==> src/rtl/legv8_ctrl_pkg.sv <==
// Shared types and encodings for the LEGv8 multi-cycle controller.
package legv8_ctrl_pkg;

   typedef enum logic [3:0] {
      S_IDLE      = 4'd0,
      S_FETCH     = 4'd1,
      S_DECODE    = 4'd2,
      S_EXEC_R    = 4'd3,
      S_WB_R      = 4'd4,
      S_EXEC_ADDR = 4'd5,
      S_MEM_RD    = 4'd6,
      S_WB_LD     = 4'd7,
      S_MEM_WR    = 4'd8,
      S_BRANCH    = 4'd9,
      S_CBZ_EVAL  = 4'd10,
      S_TRAP      = 4'd11
   } state_e;

   typedef enum logic [2:0] {
      C_ILLEGAL = 3'd0,
      C_RTYPE   = 3'd1,
      C_LDUR    = 3'd2,
      C_STUR    = 3'd3,
      C_B       = 3'd4,
      C_CBZ     = 3'd5
   } iclass_e;

   // Opcode fields: 11-bit R/D formats on bits 31:21, B on 31:26, CBZ on 31:24
   localparam logic [10:0] OP_ADD  = 11'b10001011000;
   localparam logic [10:0] OP_SUB  = 11'b11001011000;
   localparam logic [10:0] OP_AND  = 11'b10001010000;
   localparam logic [10:0] OP_ORR  = 11'b10101010000;
   localparam logic [10:0] OP_LDUR = 11'b11111000010;
   localparam logic [10:0] OP_STUR = 11'b11111000000;
   localparam logic [5:0]  OP_B    = 6'b000101;
   localparam logic [7:0]  OP_CBZ  = 8'b10110100;

   localparam logic [3:0] ALU_ADD    = 4'b0010;
   localparam logic [3:0] ALU_SUB    = 4'b0110;
   localparam logic [3:0] ALU_AND    = 4'b0000;
   localparam logic [3:0] ALU_ORR    = 4'b0001;
   localparam logic [3:0] ALU_PASS_B = 4'b0111;

   localparam logic [1:0] EXT_D   = 2'b00;
   localparam logic [1:0] EXT_B   = 2'b01;
   localparam logic [1:0] EXT_CBZ = 2'b10;

   localparam logic [1:0] PC_PLUS4  = 2'b00;
   localparam logic [1:0] PC_BRANCH = 2'b01;

   typedef struct packed {
      iclass_e    cls;
      logic [3:0] alu_ctl;
      logic [1:0] ext_sel;
      logic       reg2loc;
   } dec_t;

endpackage

==> src/rtl/legv8_multicycle_ctrl_decode.sv <==
// Combinational opcode classifier: instruction class plus the datapath
// selects that stay fixed for the whole instruction.
module legv8_decode
   import legv8_ctrl_pkg::*;
(
   input  logic [10:0] op_i,   // instr[31:21]; B and CBZ use its upper bits
   output dec_t        dec_o
);

   // Classify the opcode; anything unmatched stays illegal with zero selects
   always_comb begin
      dec_o = '{cls: C_ILLEGAL, alu_ctl: ALU_AND, ext_sel: EXT_D, reg2loc: 1'b0};
      case (op_i)
         OP_ADD:  dec_o = '{cls: C_RTYPE, alu_ctl: ALU_ADD, ext_sel: EXT_D, reg2loc: 1'b0};
         OP_SUB:  dec_o = '{cls: C_RTYPE, alu_ctl: ALU_SUB, ext_sel: EXT_D, reg2loc: 1'b0};
         OP_AND:  dec_o = '{cls: C_RTYPE, alu_ctl: ALU_AND, ext_sel: EXT_D, reg2loc: 1'b0};
         OP_ORR:  dec_o = '{cls: C_RTYPE, alu_ctl: ALU_ORR, ext_sel: EXT_D, reg2loc: 1'b0};
         OP_LDUR: dec_o = '{cls: C_LDUR,  alu_ctl: ALU_ADD, ext_sel: EXT_D, reg2loc: 1'b0};
         // Store data comes from Rt, so port 2 reads bits 4:0
         OP_STUR: dec_o = '{cls: C_STUR,  alu_ctl: ALU_ADD, ext_sel: EXT_D, reg2loc: 1'b1};
         default: begin
            if (op_i[10:5] == OP_B)
               dec_o = '{cls: C_B, alu_ctl: ALU_AND, ext_sel: EXT_B, reg2loc: 1'b0};
            else if (op_i[10:3] == OP_CBZ)
               dec_o = '{cls: C_CBZ, alu_ctl: ALU_PASS_B, ext_sel: EXT_CBZ, reg2loc: 1'b1};
         end
      endcase
   end

endmodule

==> src/rtl/legv8_multicycle_ctrl.sv <==
// LEGv8 multi-cycle control FSM: sequences fetch/decode/execute/memory/
// writeback, drives all datapath selects and flags illegal ops and bus timeouts.
module legv8_multicycle_ctrl
   import legv8_ctrl_pkg::*;
#(
   parameter int WAIT_LIMIT = 255,
   parameter int CNT_W      = 8
) (
   input  logic        clk,
   input  logic        rst_n,
   input  logic        run,
   input  logic [31:0] instr,
   input  logic        zero,
   input  logic        mem_ready,
   output logic        mem_req,
   output logic        mem_we,
   output logic        mem_addr_sel,
   output logic        ir_we,
   output logic        pc_we,
   output logic [1:0]  pc_src,
   output logic [1:0]  ext_sel,
   output logic [3:0]  alu_ctl,
   output logic        alu_src_b,
   output logic        reg2loc,
   output logic        reg_we,
   output logic        mem_to_reg,
   output logic        retire,
   output logic        illegal,
   output logic        bus_err,
   output logic [3:0]  state_o
);

   state_e           state_q, state_d;
   logic [CNT_W-1:0] wait_cnt_q;
   logic [3:0]       alu_q;
   logic [1:0]       ext_q;
   logic             r2l_q;
   logic             is_ld_q;
   logic             illegal_q, bus_err_q;
   dec_t             dec;
   logic             in_mem, timeout, held;
   state_e           next_issue;
   logic             unused_instr_bits;

   // Operand fields are consumed by the datapath, not by the controller
   assign unused_instr_bits = ^instr[20:0];

   legv8_decode u_dec (
      .op_i  (instr[31:21]),
      .dec_o (dec)
   );

   assign in_mem     = (state_q == S_FETCH) || (state_q == S_MEM_RD) || (state_q == S_MEM_WR);
   // Ready arriving in the limit cycle wins over the timeout
   assign timeout    = in_mem && !mem_ready && (wait_cnt_q == CNT_W'(WAIT_LIMIT));
   assign next_issue = run ? S_FETCH : S_IDLE;

   // Next-state selection
   always_comb begin
      state_d = state_q;
      case (state_q)
         S_IDLE:      if (run) state_d = S_FETCH;
         S_FETCH:     if (mem_ready) state_d = S_DECODE;
                      else if (timeout) state_d = S_TRAP;
         S_DECODE: begin
            case (dec.cls)
               C_RTYPE:       state_d = S_EXEC_R;
               C_LDUR, C_STUR: state_d = S_EXEC_ADDR;
               C_B:           state_d = S_BRANCH;
               C_CBZ:         state_d = S_CBZ_EVAL;
               default:       state_d = S_TRAP;
            endcase
         end
         S_EXEC_R:    state_d = S_WB_R;
         S_WB_R:      state_d = next_issue;
         S_EXEC_ADDR: state_d = is_ld_q ? S_MEM_RD : S_MEM_WR;
         S_MEM_RD:    if (mem_ready) state_d = S_WB_LD;
                      else if (timeout) state_d = S_TRAP;
         S_WB_LD:     state_d = next_issue;
         S_MEM_WR:    if (mem_ready) state_d = next_issue;
                      else if (timeout) state_d = S_TRAP;
         S_BRANCH:    state_d = next_issue;
         S_CBZ_EVAL:  state_d = next_issue;
         S_TRAP:      state_d = S_TRAP;
         default:     state_d = S_IDLE;
      endcase
   end

   // State, wait counter, per-instruction selects captured in DECODE, sticky flags
   always_ff @(posedge clk or negedge rst_n) begin
      if (!rst_n) begin
         state_q    <= S_IDLE;
         wait_cnt_q <= '0;
         alu_q      <= '0;
         ext_q      <= '0;
         r2l_q      <= 1'b0;
         is_ld_q    <= 1'b0;
         illegal_q  <= 1'b0;
         bus_err_q  <= 1'b0;
      end else begin
         state_q <= state_d;
         if ((state_d != state_q) &&
             ((state_d == S_FETCH) || (state_d == S_MEM_RD) || (state_d == S_MEM_WR)))
            wait_cnt_q <= '0;
         else if (in_mem && !mem_ready && !timeout)
            wait_cnt_q <= wait_cnt_q + 1'b1;
         if (state_q == S_DECODE) begin
            alu_q   <= dec.alu_ctl;
            ext_q   <= dec.ext_sel;
            r2l_q   <= dec.reg2loc;
            is_ld_q <= (dec.cls == C_LDUR);
            if (dec.cls == C_ILLEGAL) illegal_q <= 1'b1;
         end
         if (timeout) bus_err_q <= 1'b1;
      end
   end

   // Moore outputs per state; fetch enables and store retire wait for the handshake.
   // Decoded selects (incl. reg2loc, which STUR needs for store data) stay valid
   // from DECODE until the instruction retires.
   always_comb begin
      mem_req      = 1'b0;
      mem_we       = 1'b0;
      mem_addr_sel = 1'b0;
      ir_we        = 1'b0;
      pc_we        = 1'b0;
      pc_src       = PC_PLUS4;
      ext_sel      = 2'b00;
      alu_ctl      = 4'b0000;
      alu_src_b    = 1'b0;
      reg2loc      = 1'b0;
      reg_we       = 1'b0;
      mem_to_reg   = 1'b0;
      retire       = 1'b0;
      held = (state_q == S_EXEC_R) || (state_q == S_WB_R) || (state_q == S_EXEC_ADDR) ||
             (state_q == S_MEM_RD) || (state_q == S_WB_LD) || (state_q == S_MEM_WR) ||
             (state_q == S_BRANCH) || (state_q == S_CBZ_EVAL);
      if (state_q == S_DECODE) begin
         alu_ctl = dec.alu_ctl;
         ext_sel = dec.ext_sel;
         reg2loc = dec.reg2loc;
      end else if (held) begin
         alu_ctl = alu_q;
         ext_sel = ext_q;
         reg2loc = r2l_q;
      end
      case (state_q)
         S_FETCH: begin
            mem_req = 1'b1;
            ir_we   = mem_ready;
            pc_we   = mem_ready;
         end
         S_EXEC_ADDR: alu_src_b = 1'b1;
         S_WB_R: begin
            reg_we = 1'b1;
            retire = 1'b1;
         end
         S_MEM_RD: begin
            mem_req      = 1'b1;
            mem_addr_sel = 1'b1;
         end
         S_WB_LD: begin
            reg_we     = 1'b1;
            mem_to_reg = 1'b1;
            retire     = 1'b1;
         end
         S_MEM_WR: begin
            mem_req      = 1'b1;
            mem_we       = 1'b1;
            mem_addr_sel = 1'b1;
            retire       = mem_ready;
         end
         S_BRANCH: begin
            pc_we  = 1'b1;
            pc_src = PC_BRANCH;
            retire = 1'b1;
         end
         S_CBZ_EVAL: begin
            pc_we  = zero;
            pc_src = zero ? PC_BRANCH : PC_PLUS4;
            retire = 1'b1;
         end
         default: ;
      endcase
   end

   assign illegal = illegal_q;
   assign bus_err = bus_err_q;
   assign state_o = state_q;

endmodule

==> config.mk <==
export PLATFORM = sky130hd
export DESIGN_NAME = legv8_multicycle_ctrl
export DESIGN_NICKNAME = d
export VERILOG_FILES = /design/src/rtl/legv8_ctrl_pkg.sv /design/src/rtl/legv8_multicycle_ctrl_decode.sv /design/src/rtl/legv8_multicycle_ctrl.sv
export SDC_FILE = /design/constraint.sdc
export NUM_CORES = 1
export LEC_CHECK = 0
export ABC_AREA = 0
export CORE_MARGIN = 2
export CORE_UTILIZATION = 44
export CTS_CLUSTER_SIZE = 40
export DETAILED_ROUTE_END_ITERATION = 6
export HOLD_SLACK_MARGIN = 0.15
export PLACE_DENSITY_LB_ADDON = 0.2
export SLEW_MARGIN = 10
export SYNTH_ARGS = -nofsm -noshare
export SYNTH_HDL_FRONTEND = slang
export SYNTH_SLANG_ARGS = --single-unit
==> constraint.sdc <==
create_clock -name clk -period 2.5 [get_ports clk]
set_input_delay 0.375 -clock clk [delete_from_list [all_inputs] [get_ports clk]]
set_output_delay 0.375 -clock clk [all_outputs]
set_load 0.05 [all_outputs]
==> impl_metrics.yaml, run 1 <==
power:
  p_leak_nw: 1.11
  powerDensity_nw_per_um2: 982
  vdd_ir_drop_max_mv: 0.590
finish:
  insertedDiodeCount: 0
  nNetsFinal: 293
  num-fill-cells: 313
  final_cells: 302
  final_layout_size_suffix_gt1_share_pct: 28.3
  fin_util_pct: 66.7
  syn_to_final_growth_pct: 48.7
routing:
  antenna_left: 0
  drtIter0Drc: 162
  drtPass1Iterations: 4
  met1_length_mm: 1.98
  wl_met2_mm: 2.11
  wl_per_cell_um: 14.1
  num_vias: 1661
  dr.max_layer_used: "met4"
  totalWireLength_mm: 4.26
  dr_wl_met3_um: 143
  vias_per_cell: 5.50
  drc: 0
synthesis:
  syn_area_sq_um: 1620
  synth_area_per_cell_sq_um: 8.33
  ys_warn_count: 0
  synth_cell_types: 54
  ys_seq_area_share_pct: 32.5
  synth-edff-count: 0
  synthArstFlopShare_pct: 100
  ys.flop_type: "dfrtp_1"
  ys_ff_latch: 21
  synthCells: 194
sta:
  fin_crit_sh_pct: 99.4
  fin_crit_ns: 2.49
  max_clock_freq_mhz: 402
  worst_pin_slew_ns: 0.503
  hold_viol_final: 0
  rsz0062_at_grt: "yes"
  finClkSkew_ns: 0.00294
  setup_violations: 0
  relSlewSlack_pct: 66.4
  drv_slew: 0
clock_network:
  cts-root-buf: "clkbuf_8"
  tritoncts: "done"
  h-tree-depth: 1
  numCtsBuffers: 3
  clkLatencyLatePin_ns: 0.25
  cts.reportedPaths.clkPinSlew_ns: 0.08
  cts.hold.buffers_added: 0
  clock-sinks: 21
  clockBufferDepth: 2
global_routing:
  grt_antenna_before_repair: 0
  grt_pass1_wl_mm: 7.44
  grt_overflow: 0
  grt_max_degree: 22
  first_global_vias: 1581
  grtUsageTotal_pct: 22.1
floorplanning:
  io_pins: 61
  row_count: 22
  die_w_um: 64.6
  start_util_pct: 44.8
  die_area_sq_um: 4180
  core_sq_um: 3610
  die_y_um: 64.6
placed_design:
  hpwl_mm: 3.23
  routabilityCongestion: 0.914
  dp.cells: 296
  io_buffers: 37
worst_setup_path:
  endpoint_kind: "output port"
  path_class: "input pin to output port"
  rrSetupSlack_ns: 0.16
  required_ns: 2.12
  crit_fanout: 6
  arrival_ns: 2.11
  cp-start-kind: "input pin"
job:
  maxCapViolations: 0
hold_path:
  hold_path_class: "input pin to async pin"
outcome:
  run_status: "complete, no violations"
[state kept, by name, indices dropped and copies added (netlist names)]
name,count
wait_cnt_q,8
illegal,1
alu_q,3
bus_err,1
r2l_q,1
ext_q,2
state_o,4
is_ld_q,1
[metrics by stage]
stage	hold WS, ns	total power [W]	setup TNS, ns	setup WS (ns)	instance area [sq um]
2_1_floorplan	0.0794	0.00148	-0.151	-0.123	1640
3_3_place_gp	0.452	0.00208	-0.0180	-0.0119	2300
3_5_place_dp	0.468	0.00210	-0.254	-0.0640	2300
4_1_cts	0.467	0.00233	0	0.00236	2360
5_1_grt	0.482	0.00251	-0.102	-0.0800	2400
6_report	0.461	0.00236	0	0.0146	2400
[cell families after synthesis]
| family | synth area share, % |
|---|---|
| other | 0.232 |
| XOR/XNOR | 4.88 |
| AO/OA/AOI/OAI | 19.9 |
| AND/OR/NAND/NOR | 34.3 |
| multiplexers | 2.55 |
| flip-flops | 32.5 |
| buffers and inverters | 4.88 |
| adder cells (fa/ha/maj) | 0.774 |
[layout by cell type (no fill, tap or decap), types with 2 or more instances in the layout]
cell type        instances
or4b_1                   2
conb_1                   2
inv_1                    4
nor3_1                   4
o21bai_1                 3
a211oi_1                 2
nor3b_2                  2
and4bb_2                 2
nor4b_2                  2
or3b_1                   2
buf_12                  10
a31oi_1                  4
a21oi_1                  6
nand2b_1                 4
dfrtp_1                 21
nand4_1                  4
or4bb_1                  2
clkdlybuf4s50_1         19
a21o_1                   6
nand2_1                 26
nand3_1                  6
a21oi_2                  3
mux2i_1                  3
xor2_1                   6
o21ai_0                  9
clkbuf_8                 3
xnor2_1                  3
or2_2                    3
nor2_1                  20
nor2b_1                  3
buf_4                   36
[critical path, stage by stage]
cell and delay [ns]:
clkdlybuf4s50_1 0.43, nor4b_2 0.32, buf_4 0.20, a31oi_2 0.10
o31ai_1 0.26, a221oi_2 0.10, a21oi_2 0.17, buf_12 0.16
[layer usage]
metal | vias up | GRT usage, %
met3 | 4 | 2.26
met2 | 38 | 37.1
li1 | 821 | -
met4 | 0 | 3.99
met5 | - | 0
met1 | 798 | 31.2
[worst paths after layout]
| path | start | to | depth (start not counted) |
|---|---|---|---|
| max in group asynchronous | rst_n | alu_q[2] | 2 |
| hold reg to reg | illegal | illegal | 1 |
| setup reg to reg | state_o[2] | wait_cnt_q[5] | 8 |
| hold / removal | rst_n | state_o[2] | 2 |
| min in group clk | illegal | illegal | 1 |
| setup / recovery | instr[26] | alu_ctl[0] | 8 |
[cell type report]
| type | count | area [sq um] | share of cell area [%] |
|---|---|---|---|
| Multi-Input combinational cell | 158 | 1080 | 44.8 |
| Timing Repair Buffer | 67 | 682 | 28.4 |
| Sequential cell | 21 | 526 | 21.9 |
| Tap cell | 48 | 60.1 | 2.50 |
| Clock buffer | 4 | 45.0 | 1.87 |
| Inverter | 4 | 15.0 | 0.625 |
[power breakdown]
group	switching, W	internal, W	total, W
logic	0.000965	0.000709	0.00167
clock network	0.000108	0.000113	0.000221
registers	0.0000708	0.000394	0.000464
[repair_timing]
| item | CTS | global route |
|---|---|---|
| hold endpoints to repair | 0 | 0 |
| gates resized for setup | 4 | 7 |
| endpoints found under the setup margin | 3 | 6 |
| buffers inserted | 1 | 1 |
| pin swaps | 1 | 2 |
[cells in the mapped netlist, types with 2 or more instances]
cell type  instances  share of area (%)
nor2_1            21                4.9
xnor2_1            3                1.6
nor4b_2            2                1.9
a211oi_1           2               0.93
mux2i_1            3                1.9
a21oi_1            9                2.8
o21bai_1           3                1.4
buf_4              3                1.4
dfrtp_1           21                 33
a21o_1             6                2.8
a221oi_1           2                1.1
nor3b_1            2               0.93
nor2b_1            3                1.2
or3b_1             2                1.1
xor2_1             6                3.3
o21ai_0           10                3.1
nand4_1            4                1.5
nand2b_1           4                1.5
nor3_1             5                1.5
nand2_1           26                6.0
inv_1              4               0.93
or2_2              3                1.2
a31oi_1            5                1.9
or4bb_1            2                1.4
clkbuf_1           2               0.46
nand3_1            6                1.9
buf_2              6                1.9
or4b_1             3                1.9
(Power assumes the default switching activity.)
==> inputs of run 2 (changes only) <==
--- a/config.mk
+++ b/config.mk
@@ -6,6 +6,7 @@
 export NUM_CORES = 1
 export LEC_CHECK = 0
 export ABC_AREA = 0
+export CAP_MARGIN = 20
 export CORE_MARGIN = 2
 export CORE_UTILIZATION = 44
 export CTS_CLUSTER_SIZE = 40
==> results of run 2 <==
Final layout, timing and power as in run 1 (identical DEF).
==> inputs of run 3 (changes only) <==
--- a/config.mk
+++ b/config.mk
@@ -11,6 +11,7 @@
 export CORE_UTILIZATION = 44
 export CTS_CLUSTER_SIZE = 40
 export DETAILED_ROUTE_END_ITERATION = 6
+export GPL_TIMING_DRIVEN = 0
 export HOLD_SLACK_MARGIN = 0.15
 export PLACE_DENSITY_LB_ADDON = 0.2
 export SLEW_MARGIN = 10
==> run 3 against run 2 <==
The flow now finishes with violations (setup timing). Utilization down 5.7 points. Flip-flop and latch count stayed put. Total power is 7.7% lower. Maximum frequency is 2.3% lower. Critical path type unchanged. Largest power group unchanged.
==> impl_metrics.yaml, run 3 (synthesis results as in run 1) <==
outcome:
  run_status: "complete, but fails checks"
  violations: "setup timing"
placed_design:
  dp.cells: 280
  hpwl_mm: 3.10
  place_ws_ns: -0.883
  placed_area_sq_um: 2070
  io_buffers: 37
  routabilityCongestion: 0.920
routing:
  drtIter0Drc: 128
  antenna_left: 0
  totalWireLength_mm: 4.28
  wl_per_cell_um: 14.5
  drtPass1Iterations: 4
  vias_per_cell: 5.53
  num_vias: 1631
  drc: 0
sta:
  setup_slack_ns: -0.0450
  finClkSkew_ns: 0.000924
  rsz0062_at_grt: "yes"
  drv_slew: 0
  setup_violations: 1
  max_clock_freq_mhz: 393
  hold_ws_ns: 0.415
  fin_crit_sh_pct: 102
  fin_setup_tns_ns: -0.0450
  hold_viol_final: 0
  fin_crit_ns: 2.54
global_routing:
  use_met3_pct: 2.78
  grt_max_degree: 22
  first_global_vias: 1540
  top_usage_layer: "met2"
  grt_overflow: 0
  grt_util_met1_pct: 28.0
  gr-usage-met2_pct: 37.2
  grtUsageTotal_pct: 21.2
  grt_antenna_before_repair: 0
  grt_pass1_wl_mm: 7.00
clock_network:
  numCtsBuffers: 3
  clockBufferDepth: 2
  tritoncts: "done"
  clock-sinks: 21
  cts.hold.buffers_added: 0
  cts-root-buf: "clkbuf_8"
  clkLatencyLatePin_ns: 0.26
  h-tree-depth: 1
  cts.reportedPaths.clkPinSlew_ns: 0.07
floorplanning:
  die_y_um: 64.6
  row_count: 22
  die_w_um: 64.6
  core_sq_um: 3610
  die_area_sq_um: 4180
  io_pins: 61
  start_util_pct: 44.8
worst_setup_path:
  crit_buf_inv: 2
  path_class: "input pin to output port"
  slowest_stage: "clkdlybuf4s50_1"
  arrival_ns: 2.17
  required_ns: 2.12
  slowest_delay_ns: 0.54
  endpoint_kind: "output port"
  cp-start-kind: "input pin"
  crit_chain: "clkdlybuf4s50_1, and4bb_2, and2_1, a31oi_2, o31ai_1, a221oi_1, a21oi_1, buf_4"
  crit_fanout: 6
  critPathTopFamily: "buffers and inverters"
power:
  power_frac_clock_pct: 10.4
  p_leak_nw: 1.07
  internal_power_w: 0.00104
  powerDensity_nw_per_um2: 990
  swShare_pct: 52.0
  p_seq_share_pct: 20.7
  vdd_ir_drop_max_mv: 0.391
  p_sw_w: 0.00113
  combinationalPowerShare_pct: 68.8
job:
  maxCapViolations: 0
finish:
  num-fill-cells: 316
  final_cells: 295
  largest_reg_flops: 8
  nNetsFinal: 286
  design_area_sq_um: 2200
  insertedDiodeCount: 0
  top_register: "wait_cnt_q"
  final_cell_mix: "nand2_1 (26), dfrtp_1 (21), nor2_1 (20)"
  final_common_cell: "nand2_1"
  final_layout_size_suffix_gt1_share_pct: 23.9
  syn_to_final_growth_pct: 36.0
hold_path:
  hold_path_class: "input pin to async pin"
## run 3: path summary, 6_finish.rpt
check                      startpoint       endpoint  slack [ns]  depth (start not counted)
setup / recovery            instr[29]     alu_ctl[0]       -0.04                          8
hold / removal                  rst_n     state_o[0]        0.41                          1
setup reg to reg           state_o[3]  wait_cnt_q[5]        0.18                          9
hold reg to reg              ext_q[0]       ext_q[0]        0.48                          2
max in group asynchronous       rst_n       alu_q[2]        1.64                          2
min in group clk             ext_q[0]       ext_q[0]        0.48                          2
## run 3: cell type report
cell class | count | area (sq um) | area share (%)
plain buffers | 12 | 66.3 | 3.02
clock buffers | 4 | 45.0 | 2.05
well taps | 48 | 60.1 | 2.73
repair buffers | 48 | 402 | 18.3
multi-input cells | 158 | 1080 | 49.3
inverters | 4 | 15.0 | 0.683
flip-flops and latches | 21 | 526 | 23.9
## run 3: layer usage
layer / share of wire (%) / up-vias
met4: 0.51 / 0
met5: 0 / -
met3: 4.1 / 4
met1: 46 / 782
li1: - / 812
met2: 49 / 33
## run 3: stage by stage
step	utilization (%)	total power (W)
final	61.0	0.00218
after CTS	59.6	0.00217
after global routing	61.0	0.00233
after global placement	57.3	0.00187
after detailed placement	57.3	0.00188
after floorplan	-	0.00148
## run 3: timing repair
item / CTS / global route
setup buffers: 4 / 6
pin swaps: 4 / 4
setup endpoints to repair: 24 / 22
gates resized for setup: 58 / 20
## run 3: power by group through the flow
stage	clock network, W	logic [W]	registers, W
floorplan	0	0.000948	0.000533
global placement	0	0.00141	0.000458
detailed placement	0	0.00142	0.000457
CTS	0.000232	0.00149	0.000450
global route	0.000243	0.00163	0.000461
finish	0.000227	0.00150	0.000451
## run 3: worst register-to-register path, cell delays in order, from the launching register on
cell	delay, ns
dfrtp_1	0.42
buf_2	0.19
buf_2	0.21
or2_2	0.31
a2111oi_1	0.35
nor4_2	0.13
a32oi_1	0.28
a311oi_4	0.05
buf_4	0.20
nor2_1	0.11
